<file path="config.mk">
export PLATFORM = sky130hd
export DESIGN_NAME = saph_pixel_writer
export DESIGN_NICKNAME = d
export VERILOG_FILES = /design/src/rtl/saph_pixel_writer.sv
export SDC_FILE = /design/constraint.sdc
export NUM_CORES = 1
export LEC_CHECK = 0
export BUFFER_PORTS_ARGS = -buffer_cell sky130_fd_sc_hd__buf_4
export CORE_UTILIZATION = 55
export CTS_BUF_LIST = sky130_fd_sc_hd__clkbuf_8
export CTS_CLUSTER_DIAMETER = 40
export DETAILED_ROUTE_END_ITERATION = 6
export GPL_TIMING_DRIVEN = 0
export PLACE_DENSITY_LB_ADDON = 0.15
export SETUP_SLACK_MARGIN = 0.5
export SYNTH_ARGS = -nofsm -noshare
export SYNTH_HDL_FRONTEND = slang
export SYNTH_SLANG_ARGS = --single-unit
</file>
<file path="constraint.sdc">
create_clock -name clk -period 11.08 [get_ports clk]
set_clock_uncertainty 0.05 [all_clocks]
set_input_delay 0.554 -clock clk [delete_from_list [all_inputs] [get_ports clk]]
set_output_delay 0.554 -clock clk [all_outputs]
set_load 0.05 [all_outputs]
</file>
<file path="src/rtl/saph_pixel_writer.sv">
// Pixel sink: clips rasterizer pixels against the framebuffer, converts (x,y) to a byte
// address and queues the write towards the memory port. in_pixel layout is {x, y, col}.
module saph_pixel_writer #(
    parameter int addr_width = 32,
    parameter int fifo_depth = 4
) (
    input  logic                  clk,
    input  logic                  rst_n,
    input  logic [addr_width-1:0] cfg_base,
    input  logic [15:0]           cfg_stride,
    input  logic [15:0]           cfg_width,
    input  logic [15:0]           cfg_height,
    input  logic                  in_trig,
    input  logic [63:0]           in_pixel,
    output logic                  in_ready,
    output logic                  mem_we,
    output logic [addr_width-1:0] mem_addr,
    output logic [31:0]           mem_wdata,
    input  logic                  mem_ready,
    output logic                  idle,
    output logic [31:0]           stat_written,
    output logic [31:0]           stat_clipped
);

    typedef struct packed {
        logic signed [15:0] x;
        logic signed [15:0] y;
        logic [31:0]        col;
    } pixel_t;

    localparam int PTR_W = (fifo_depth > 1) ? $clog2(fifo_depth) : 1;
    localparam int CNT_W = $clog2(fifo_depth + 1);

    pixel_t                pix;
    logic                  accept;
    logic                  clip;
    logic                  push;
    logic                  pop;
    logic [31:0]           row_offset;
    logic [31:0]           pix_offset;
    logic [31:0]           byte_offset;
    logic [addr_width-1:0] pix_addr;
    logic [CNT_W:0]        occupancy;

    logic                  stage_valid_q, stage_valid_d;
    logic [addr_width-1:0] stage_addr_q, stage_addr_d;
    logic [31:0]           stage_data_q, stage_data_d;
    logic [addr_width-1:0] fifo_addr_q [fifo_depth];
    logic [addr_width-1:0] fifo_addr_d [fifo_depth];
    logic [31:0]           fifo_data_q [fifo_depth];
    logic [31:0]           fifo_data_d [fifo_depth];
    logic [PTR_W-1:0]      wr_ptr_q, wr_ptr_d;
    logic [PTR_W-1:0]      rd_ptr_q, rd_ptr_d;
    logic [CNT_W-1:0]      count_q, count_d;
    logic [31:0]           written_q, written_d;
    logic [31:0]           clipped_q, clipped_d;

    assign pix = pixel_t'(in_pixel);

    // Signed coordinates: a set sign bit already clips, so the bound checks can be unsigned.
    assign clip = pix.x[15] | pix.y[15]
                | ($unsigned(pix.x) >= cfg_width)
                | ($unsigned(pix.y) >= cfg_height);

    assign row_offset  = {16'b0, pix.y} * {16'b0, cfg_stride};
    assign pix_offset  = row_offset + {16'b0, pix.x};
    assign byte_offset = pix_offset << 2;
    assign pix_addr    = cfg_base + addr_width'(byte_offset);

    assign occupancy = {1'b0, count_q} + (CNT_W+1)'(stage_valid_q);
    assign in_ready  = occupancy < (CNT_W+1)'(fifo_depth);
    assign accept    = in_trig && in_ready;
    assign mem_we    = count_q != '0;
    assign push      = stage_valid_q;
    assign pop       = mem_we && mem_ready;
    assign idle      = !stage_valid_q && (count_q == '0);

    // The head is gated so the port reads zero while empty, even over unreset storage.
    assign mem_addr     = mem_we ? fifo_addr_q[rd_ptr_q] : '0;
    assign mem_wdata    = mem_we ? fifo_data_q[rd_ptr_q] : '0;
    assign stat_written = written_q;
    assign stat_clipped = clipped_q;

    always_comb begin
        // NOTE: every signal gets its hold value first so no path leaves it unassigned (no latch).
        stage_addr_d = stage_addr_q;
        stage_data_d = stage_data_q;
        fifo_addr_d  = fifo_addr_q;
        fifo_data_d  = fifo_data_q;

        stage_valid_d = accept && !clip;
        if (accept && !clip) begin
            stage_addr_d = pix_addr;
            stage_data_d = pix.col;
        end

        if (push) begin
            fifo_addr_d[wr_ptr_q] = stage_addr_q;
            fifo_data_d[wr_ptr_q] = stage_data_q;
        end

        wr_ptr_d  = wr_ptr_q + PTR_W'(push);
        rd_ptr_d  = rd_ptr_q + PTR_W'(pop);
        count_d   = count_q + CNT_W'(push) - CNT_W'(pop);
        written_d = written_q + 32'(pop);
        clipped_d = clipped_q + 32'(accept && clip);
    end

    // NOTE: sequential state uses non-blocking assignments so all flops update together.
    always_ff @(posedge clk) begin
        if (!rst_n) begin
            stage_valid_q <= 1'b0;
            wr_ptr_q      <= '0;
            rd_ptr_q      <= '0;
            count_q       <= '0;
            written_q     <= '0;
            clipped_q     <= '0;
        end else begin
            stage_valid_q <= stage_valid_d;
            wr_ptr_q      <= wr_ptr_d;
            rd_ptr_q      <= rd_ptr_d;
            count_q       <= count_d;
            written_q     <= written_d;
            clipped_q     <= clipped_d;
        end
    end

    // NOTE: payload storage is not reset; the valid/count flops alone decide what is live.
    always_ff @(posedge clk) begin
        stage_addr_q <= stage_addr_d;
        stage_data_q <= stage_data_d;
        fifo_addr_q  <= fifo_addr_d;
        fifo_data_q  <= fifo_data_d;
    end

endmodule

</file>
==> qor.txt, run 1 <==
Area growth syn-to-layout: 16.63%
PostCTS Resize Cnt: 0
number of vias per cell: 5.351
R2R Setup Slk: 7.54 ns
Final Setup Violations: 0
Setup crit start: in_pixel[43]
Crit Path Category: in2reg
CORE AREA: 0.04548 sq mm
reg2reg end: stat_written[31]
worst-case reg-to-reg path depth: 12
Worst Tran Pin Value: 0.9728 ns
drc violations: 0
DIE HEIGHT: 217.0 um
Avg Cell Area, Syn: 12.02 sq um
crit path time final: 8.374 ns
Final HPWL DP: 44,940 um
Max Fclk: 119.4 MHz
Clock transition at path regs: 0.07 ns
die area: 0.04710 sq mm
row count: 78
I/O pin total: 279
Slew Limit Fails: 0
H-tree Lvls: 2
via count: 16,659
largest family of logic cells by synthesized area: adder cells
worst skew pair latency: 0.58 ns
Worst Setup EP: stage_addr_q[31]
Max-slew headroom: 0.3515
Layout Nets: 2,991
RD Place Congestion: 0.8933
IO Port Bufs: 277
critical path launch point type: input port
final hold vios: 0
initial antenna violation count: 6
clock buffer count from CTS: 55
# clock sinks: 392
Hold WC Path Type: in2reg
largest net degree at the start of global routing: 40
Post-CTS Hold Fix Bufs: 0
Initial Util: 0.5592
syn nets: 2,644
grt total ovfl: 0
EDFF count, synth: 320
first drt pass iteration count: 5
Most used DFF post-synth: edfxtp_1
Req. time, crit path: 11.33 ns
total track usage: 0.2486
Synth Area in Compound Gates: 0.04733
Worst Path Max Fanout: 10
Ys Warns: 0
CP Capture Type: register
post-synthesis xor/xnor area fraction: 0.03685
routed len/inst: 18.39 um
number of global-route vias before repair: 17,683
routed wire length: 57,250 um
final worst path period share: 0.7558
sequential area share after synthesis: 0.4346
Max Cap Viol: 0
Top Usage Layer GRT: met2
Post-Synth Simple-Gate Area: 0.1156
setup TNS: 0 ns
Post-Synth Adder-Cell Area: 0.2493
CTS tree: yes
status: complete, no violations
post-synthesis register bit count: 392
Synth Cell Area: 0.02543 sq mm
worst r2r src: count_q[1]
Mapped Cells: 2,116
global-route wire length before repair: 91,220 um
met2 usage: 0.4375
Routed Antenna Nets: 0
CP Data Arrival Time: 8.63 ns
Slowest cell on crit path: clkbuf_1
Netlist cell types: 64
ranking of synthesized cells by area: edfxtp_1 (38%), fa_1 (17%), ha_1 (8.3%)
critical path's most frequent cell: fa_1
cell taking the most area after synthesis: edfxtp_1
drt initial violations: 833
Slowest Stage Delay on Critical Path: 0.57 ns
GR Util met1: 0.3076
Clk Tree Root Cell: clkbuf_8
M3 GR Usage: 0.03201
post-synthesis mux area share: 0.05668
unrepaired setup endpoints after global routing: false
Die Wd: 217.0 um
layout cell share with drive strength beyond 1: 0.1810
Async S/R FF share, synth: 0
Fill cells: 3,557
CTS max path bufs: 3
Post-CTS Setup Bufs: 0
share of the synthesized area in the top cell type: 0.3779
==> worst max-delay path, delay by kind of cell <==
kind                     cells  cell delay (ns)
adder cells (fa/ha/maj)      8             3.64
AO/OA/AOI/OAI               13             2.76
buffers and inverters        6             1.00
AND/OR/NAND/NOR              2             0.36
XOR/XNOR                     2             0.31
==> cells in the final DEF (no fill, tap or decap), drive strengths merged, types with 4 or more instances in the layout <==
cell type  instances
clkbuf           112
a21oi             64
fa               211
o31ai              4
nand2b             5
and4               4
nor3              10
nor2              84
nor2b              8
mux4              64
diode              5
o21a              10
nand3             32
and3              20
and2             190
dfxtp             72
a21o              29
nand2            194
xnor2             53
or3               14
nand4             14
a31oi              5
o21ai             43
xor2              54
o21bai             6
buf              298
inv              347
clkinv            31
edfxtp           320
bufinv             6
ha               169
==> Yosys cell counts, types with 2 or more instances <==
cell	n
dfxtp_1	72
a31oi_1	5
nand2b_1	5
or2_2	2
a21oi_2	3
o31a_1	2
and4_1	4
nor4_2	2
o31ai_1	4
o21ai_0	36
edfxtp_1	320
nand2_1	194
fa_1	211
inv_1	338
o2111a_1	2
and3_1	19
ha_1	169
or3_1	14
nor3_1	10
a21o_1	29
a21oi_1	61
o21bai_1	6
nand3_1	31
nand4_1	14
o211a_1	2
a211oi_1	2
xnor2_1	53
o21a_1	10
clkbuf_1	55
o2111ai_1	2
o21ai_1	6
buf_1	6
nor2b_1	8
xor2_1	54
and2_1	190
nor2_1	84
mux4_2	64
==> area by class of cell <==
class / count / area (sq um) / share of cell area
Antenna cell: 5 / 12.51 / 0.0004219
Buffer: 63 / 245.2 / 0.008269
Clock buffer: 57 / 784.5 / 0.02645
Clock inverter: 45 / 344.1 / 0.01160
Inverter: 339 / 1272 / 0.04290
Multi-Input combinational cell: 1322 / 12890 / 0.4346
Sequential cell: 392 / 11050 / 0.3726
Tap cell: 600 / 750.7 / 0.02531
Timing Repair Buffer: 290 / 2308 / 0.07783
==> state kept, by name, summed over array words and instances, names as in the netlist <==
register	cells
fifo_addr_q	128
fifo_data_q	128
stage_addr_q	32
stage_data_q	32
stat_clipped	32
stat_written	32
count_q	3
rd_ptr_q	2
wr_ptr_q	2
push	1
==> cells by family (layout without fill, tap and decap cells) <==
logic type,Yosys count,count (layout)
AO/OA/AOI/OAI,187,187
XOR/XNOR,107,107
adder cells (fa/ha/maj),380,380
buffers and inverters,402,794
flip-flops,392,392
multiplexers,64,64
other,0,5
AND/OR/NAND/NOR,584,584
==> worst min path at each step <==
stage	start	end	slack (ns)	cells past startpoint
2_1_floorplan	stage_addr_q[0]	fifo_addr_q[0]	0.41	0
3_3_place_gp	stage_data_q[1]	fifo_data_q[65]	0.42	0
3_5_place_dp	stage_data_q[23]	fifo_data_q[87]	0.43	0
4_1_cts	in_pixel[2]	stage_data_q[2]	0.06	1
5_1_grt	in_pixel[2]	stage_data_q[2]	0.06	1
6_report	in_pixel[2]	stage_data_q[2]	0.09	1
==> metrics by stage <==
step | instances | instance area (sq um) | setup slack [ns] | utilization | hold slack (ns)
2_1_floorplan | 2116 | 25430 | 3.201 | - | 0.4087
3_3_place_gp | 2993 | 28260 | 1.401 | 0.6214 | 0.4163
3_5_place_dp | 3006 | 28520 | 2.053 | 0.6271 | 0.4292
4_1_cts | 3108 | 29650 | 2.654 | 0.6519 | 0.05533
5_1_grt | 3111 | 29650 | 2.163 | 0.6520 | 0.05663
6_report | 3113 | 29660 | 2.706 | 0.6521 | 0.09236
==> routing by layer <==
metal / up-vias / part of all wire
met5: - / 0.00040
met4: 4 / 0.040
met3: 135 / 0.056
met2: 537 / 0.50
met1: 8212 / 0.40
li1: 7771 / -
Power of run 1 is not shown: default switching activity piles up to over one toggle a cycle in this logic, so the estimate is an artifact.
==> run 2: changes to the inputs <==
==> constraint.sdc (replaced) <==
create_clock -name clk -period 8.6 [get_ports clk]
set_clock_uncertainty 0.05 [all_clocks]
set_input_delay 0.43 -clock clk [delete_from_list [all_inputs] [get_ports clk]]
set_output_delay 0.43 -clock clk [all_outputs]
set_load 0.05 [all_outputs]
==> qor.txt, run 2 (same netlist as run 1, synthesis figures left out) <==
status: complete, no violations
drc violations: 0 (unchanged)
Max Cap Viol: 0 (unchanged)
worst path bufs/invs: 7 (+1)
critical path launch point type: input port
Slowest cell on crit path: fa_1
row count: 78 (unchanged)
RD Place Congestion: 0.8933 (unchanged)
Crit path depth: 32 (+3.2%)
Final HPWL DP: 44,940 um (unchanged)
dpl cell area: 0.02852 sq mm (unchanged)
Hold WC Path Type: in2reg
Worst Path Max Fanout: 10 (unchanged)
H-tree Lvls: 2 (unchanged)
Worst Tran Pin Value: 0.9717 ns (-0.001099 ns)
Clock transition at path regs: 0.06 ns (about the same)
Clk Tree Root Cell: clkbuf_8
Max-slew headroom: 0.3522 (+0.0007330)
Largest regs: fifo_addr_q (128), fifo_data_q (128)
Crit Path Category: in2reg
CTS tree: yes
IO Port Bufs: 277 (unchanged)
CP Data Arrival Time: 7.96 ns (-0.67 ns)
Min-Delay Startpoint: cfg_base[2]
total track usage: 0.2499 (+0.001234)
CORE AREA: 0.04548 sq mm (unchanged)
crit-path leading delay family: adder cells
final worst path period share: 0.8930
Layout Nets: 3,026 (+1.2%)
# clock sinks: 392 (unchanged)
Worst Setup EP: stage_addr_q[30]
Final Setup Violations: 0 (unchanged)
routed len/inst: 18.30 um (-0.49%)
CTS max path bufs: 3 (unchanged)
Max Fclk: 130.2 MHz
number of vias per cell: 5.321 (-0.57%)
worst skew pair latency: 0.59 ns (about the same)
first drt pass iteration count: 5 (unchanged)
Hold WS: 0.1262 ns (+0.03380 ns)
grt total ovfl: 0 (unchanged)
R2R Setup Slk: 5.06 ns (-2.48 ns)
CP Capture Type: register
I/O pin total: 279 (unchanged)
Slew Limit Fails: 0 (unchanged)
global-route wire length before repair: 91,820 um (+0.65%)
die area: 0.04710 sq mm (unchanged)
layout cell share with drive strength beyond 1: 0.1899 (+0.008912)
most frequent cells in the layout: inv_1 (346), edfxtp_1 (320), buf_4 (278), fa_1 (211), nand2_1 (194)
crit path time final: 7.680 ns
largest net degree at the start of global routing: 40 (unchanged)
DIE HEIGHT: 217.0 um (unchanged)
worst r2r src: count_q[1]
initial antenna violation count: 6 (unchanged)
Routed Antenna Nets: 0 (unchanged)
Area growth syn-to-layout: 18.21%
unrepaired setup endpoints after global routing: false
Setup crit start: cfg_stride[6]
reg2reg end: stat_written[31]
drt initial violations: 813 (-2.4%)
routed wire length: 57,600 um (+0.63%)
commonest non-fill, non-tap cell in the layout: inv_1
final hold vios: 0 (unchanged)
Req. time, crit path: 8.88 ns (-2.45 ns)
clock buffer count from CTS: 55 (unchanged)
number of global-route vias before repair: 17,803 (+0.68%)
via count: 16,751 (+0.55%)
Finished Cell Area: 0.03006 sq mm (+1.4%)
Die Wd: 217.0 um (unchanged)
critical path's most frequent cell: fa_1
worst-case reg-to-reg path depth: 12 (unchanged)
Initial Util: 0.5592 (unchanged)
Slowest Stage Delay on Critical Path: 0.54 ns (-0.03 ns)
run 2: changes by cell type in the layout (fill, tap and decap cells not counted):
cell,before,now
a31oi_2,0,1
buf_2,1,3
a2111oi_0,1,0
buf_4,277,278
a2111oi_2,0,1
a21oi_4,0,1
o21ai_0,36,35
clkbuf_2,0,23
a31oi_1,5,4
dlygate4sd3_1,0,34
a21oi_1,61,60
clkbuf_1,55,30
o21ai_1,6,7
run 2: per-layer routing:
metal | global-route usage | routed length, um
met2 | 0.4416 | 28900
met1 | 0.3085 | 23610
met3 | 0.03242 | 2892
met5 | 0 | 23
met4 | 0.1049 | 2185
run 2: cell type report:
class | instances | area, sq um
Tap cell | 600 | 750.7
Multi-Input combinational cell | 1322 | 12910
Clock buffer | 57 | 784.5
Sequential cell | 392 | 11050
Fill cell | 3503 | 15420
Clock inverter | 45 | 344.1
Buffer | 63 | 276.5
Inverter | 339 | 1272
Antenna cell | 5 | 12.51
Timing Repair Buffer | 325 | 2656
run 2: what timing repair did:
item / in CTS / in global routing
endpoints found under the setup margin: 2 / 6
buffers inserted: 0 / 1
resized for setup: 14 / 31
hold endpoints to repair: 34 / 0
hold buffers: 34 / 0
pin swaps: 0 / 2
run 2: worst min-delay path by stage:
stage                 endpoint  slack, ns  cells after the start
2_1_floorplan   fifo_addr_q[0]       0.41                      0
3_3_place_gp   fifo_data_q[65]       0.42                      0
3_5_place_dp   fifo_data_q[87]       0.43                      0
4_1_cts        stage_addr_q[2]       0.09                      2
5_1_grt        stage_addr_q[2]       0.09                      2
6_report       stage_addr_q[2]       0.13                      2
run 2: metrics by stage:
stage	util	cells	worst slack [ns]	TNS, ns
global route	0.6609	3146	0.5129	0
finish	0.6610	3148	0.9204	0
global placement	0.6214	2993	-1.079	-68.93
floorplan	-	2116	0.8449	0
CTS	0.6598	3142	0.5070	0
detailed placement	0.6271	3006	-0.3027	-0.4896
Power of run 2 is left out for the same reason.
==> run 3: changes to the inputs <==
--- a/config.mk
+++ b/config.mk
@@ -6,6 +6,7 @@
 export NUM_CORES = 1
 export LEC_CHECK = 0
 export BUFFER_PORTS_ARGS = -buffer_cell sky130_fd_sc_hd__buf_4
+export CORE_ASPECT_RATIO = 0.75
 export CORE_UTILIZATION = 55
 export CTS_BUF_LIST = sky130_fd_sc_hd__clkbuf_8
 export CTS_CLUSTER_DIAMETER = 40
==> constraint.sdc (replaced) <==
create_clock -name clk -period 8.6 [get_ports clk]
set_clock_uncertainty 0.05 [all_clocks]
set_input_delay 1.72 -clock clk [delete_from_list [all_inputs] [get_ports clk]]
set_output_delay 1.72 -clock clk [all_outputs]
set_load 0.05 [all_outputs]
==> qor.txt, run 3 (same netlist as run 1, synthesis figures left out) <==
status: complete, no violations
grt total ovfl: 0 (unchanged)
drt initial violations: 897 (+10%)
largest net degree at the start of global routing: 37 (-7.5%)
Slew Limit Fails: 0 (unchanged)
via count: 16,751 (unchanged)
routed wire length: 58,410 um (+1.4%)
worst path bufs/invs: 7 (unchanged)
final hold vios: 0 (unchanged)
hold path depth: 0 (-2)
Slowest Stage Delay on Critical Path: 0.58 ns (+0.04 ns)
global-route wire length before repair: 92,100 um (+0.31%)
Req. time, crit path: 8.89 ns (about the same)
number of global-route vias before repair: 17,378 (-2.4%)
IO Port Bufs: 277 (unchanged)
CORE AREA: 0.04510 sq mm (-0.83%)
critical path's most frequent cell: fa_1
Clk Tree Root Cell: clkbuf_8
critical path launch point type: input port
Finished Cell Area: 0.03088 sq mm (+2.7%)
CTS tree: yes
Routed Antenna Nets: 0 (unchanged)
Worst Tran Pin Value: 0.9911 ns (+0.01936 ns)
initial antenna violation count: 4 (-2)
# clock sinks: 392 (unchanged)
dpl cell area: 0.02859 sq mm (+0.26%)
Worst Path Max Fanout: 5 (-5)
CP Data Arrival Time: 8.58 ns (+0.62 ns)
CTS max path bufs: 3 (unchanged)
Hold WC Path Type: reg2reg
Die Wd: 250.3 um (+15%)
final worst path period share: 0.9641 (+0.07108)
first drt pass iteration count: 5 (unchanged)
routed len/inst: 18.54 um (+1.3%)
Clock transition at path regs: 0.07 ns (about the same)
drc violations: 0 (unchanged)
Metal-1 WL: 24,630 um (+4.3%)
Layout Nets: 3,040 (+0.46%)
Fill cells: 3,303 (-5.7%)
Final HPWL DP: 44,440 um (-1.1%)
number of vias per cell: 5.318 (about the same)
Initial Util: 0.5638 (+0.004685)
Area growth syn-to-layout: 21.45%
clock buffer count from CTS: 57 (+3.6%)
Largest regs: fifo_addr_q (128), fifo_data_q (128)
worst skew pair latency: 0.59 ns (about the same)
crit-path leading delay family: adder cells
Max-slew headroom: 0.3393 (-0.01291)
Slowest cell on crit path: fa_1
CP Capture Type: register
DIE HEIGHT: 188.2 um (-13%)
Crit path depth: 29 (-9.4%)
most frequent cells in the layout: inv_1 (343), edfxtp_1 (320), buf_4 (307), fa_1 (205), nand2_1 (191)
Max Cap Viol: 0 (unchanged)
I/O pin total: 279 (unchanged)
layout cell share with drive strength beyond 1: 0.2351 (+0.04513)
Max Used Layer: met5
worst-case reg-to-reg path depth: 12 (unchanged)
Crit Path Category: in2reg
Final Setup Violations: 0 (unchanged)
routed wl met2: 28,980 um (+0.30%)
met3 WL: 3575 um (+24%)
RD Place Congestion: 0.8992 (+0.66%)
die area: 0.04711 sq mm (about the same)
Max Fclk: 120.6 MHz (-7.4%)
total track usage: 0.2504 (+0.0004797)
H-tree Lvls: 2 (unchanged)
commonest non-fill, non-tap cell in the layout: inv_1
row count: 67 (-14%)
Post-CTS Hold Fix Bufs: 0 (-100%)
crit path time final: 8.291 ns (+0.6113 ns)
unrepaired setup endpoints after global routing: true
## run 3: cell types whose count changed in the layout (fill, tap and decap cells not counted), moves of 8 or more
cell and delta:
inv_2 +12, clkbuf_16 +14, a21oi_1 -8, ha_4 +8, clkbuf_2 -21, clkinv_1 -8
buf_4 +29, buf_6 +18, dlygate4sd3_1 -34, buf_8 +10, ha_1 -11
## run 3: worst paths after layout
| check | start | end | slack [ns] |
|---|---|---|---|
| worst min register to register | stage_data_q[5] | fifo_data_q[5] | 0.44 |
| worst max register to register | count_q[1] | stat_written[31] | 5.06 |
| worst max-delay path | cfg_stride[4] | stage_addr_q[30] | 0.31 |
| worst min-delay path | stage_data_q[5] | fifo_data_q[5] | 0.44 |
## run 3: area by class of cell
type | instances | area, sq um | area share
clock inverter | 45 | 324.1 | 0.01049
buffer | 63 | 675.6 | 0.02188
antenna | 3 | 7.507 | 0.0002431
clock buffer | 63 | 867.1 | 0.02808
sequential | 392 | 11050 | 0.3578
timing repair buffer | 337 | 2723 | 0.08816
multi-input combinational | 1322 | 13230 | 0.4284
inverter | 339 | 1272 | 0.04120
tap | 586 | 733.2 | 0.02374
## run 3: metal layers
layer	GRT usage	vias to the layer above
li1	-	7874
met1	0.3369	8280
met2	0.4308	520
met3	0.03232	75
met4	0.06725	2
met5	0	-
## run 3: what timing repair did
item / in CTS / in global routing
cloned: 0 / 0
buffers inserted: 26 / 22
setup endpoints to repair: 9 / 10
pin swaps: 17 / 45
resized for setup: 100 / 75
## run 3: stage by stage
| stage | cells | hold WS [ns] | setup WS (ns) | utilization | TNS (ns) |
|---|---|---|---|---|---|
| global placement | 2979 | 0.4150 | -0.9512 | 0.6290 | -114.19 |
| floorplan | 2116 | 0.4087 | 0.1086 | - | 0 |
| detailed placement | 2991 | 0.4322 | -0.9862 | 0.6340 | -6.163 |
| CTS | 3125 | 0.4466 | 0.3094 | 0.6752 | 0 |
| finish | 3150 | 0.4414 | 0.3091 | 0.6848 | 0 |
| global route | 3149 | 0.4544 | 0.06639 | 0.6847 | 0 |
Power of run 3 is left out for the same reason.
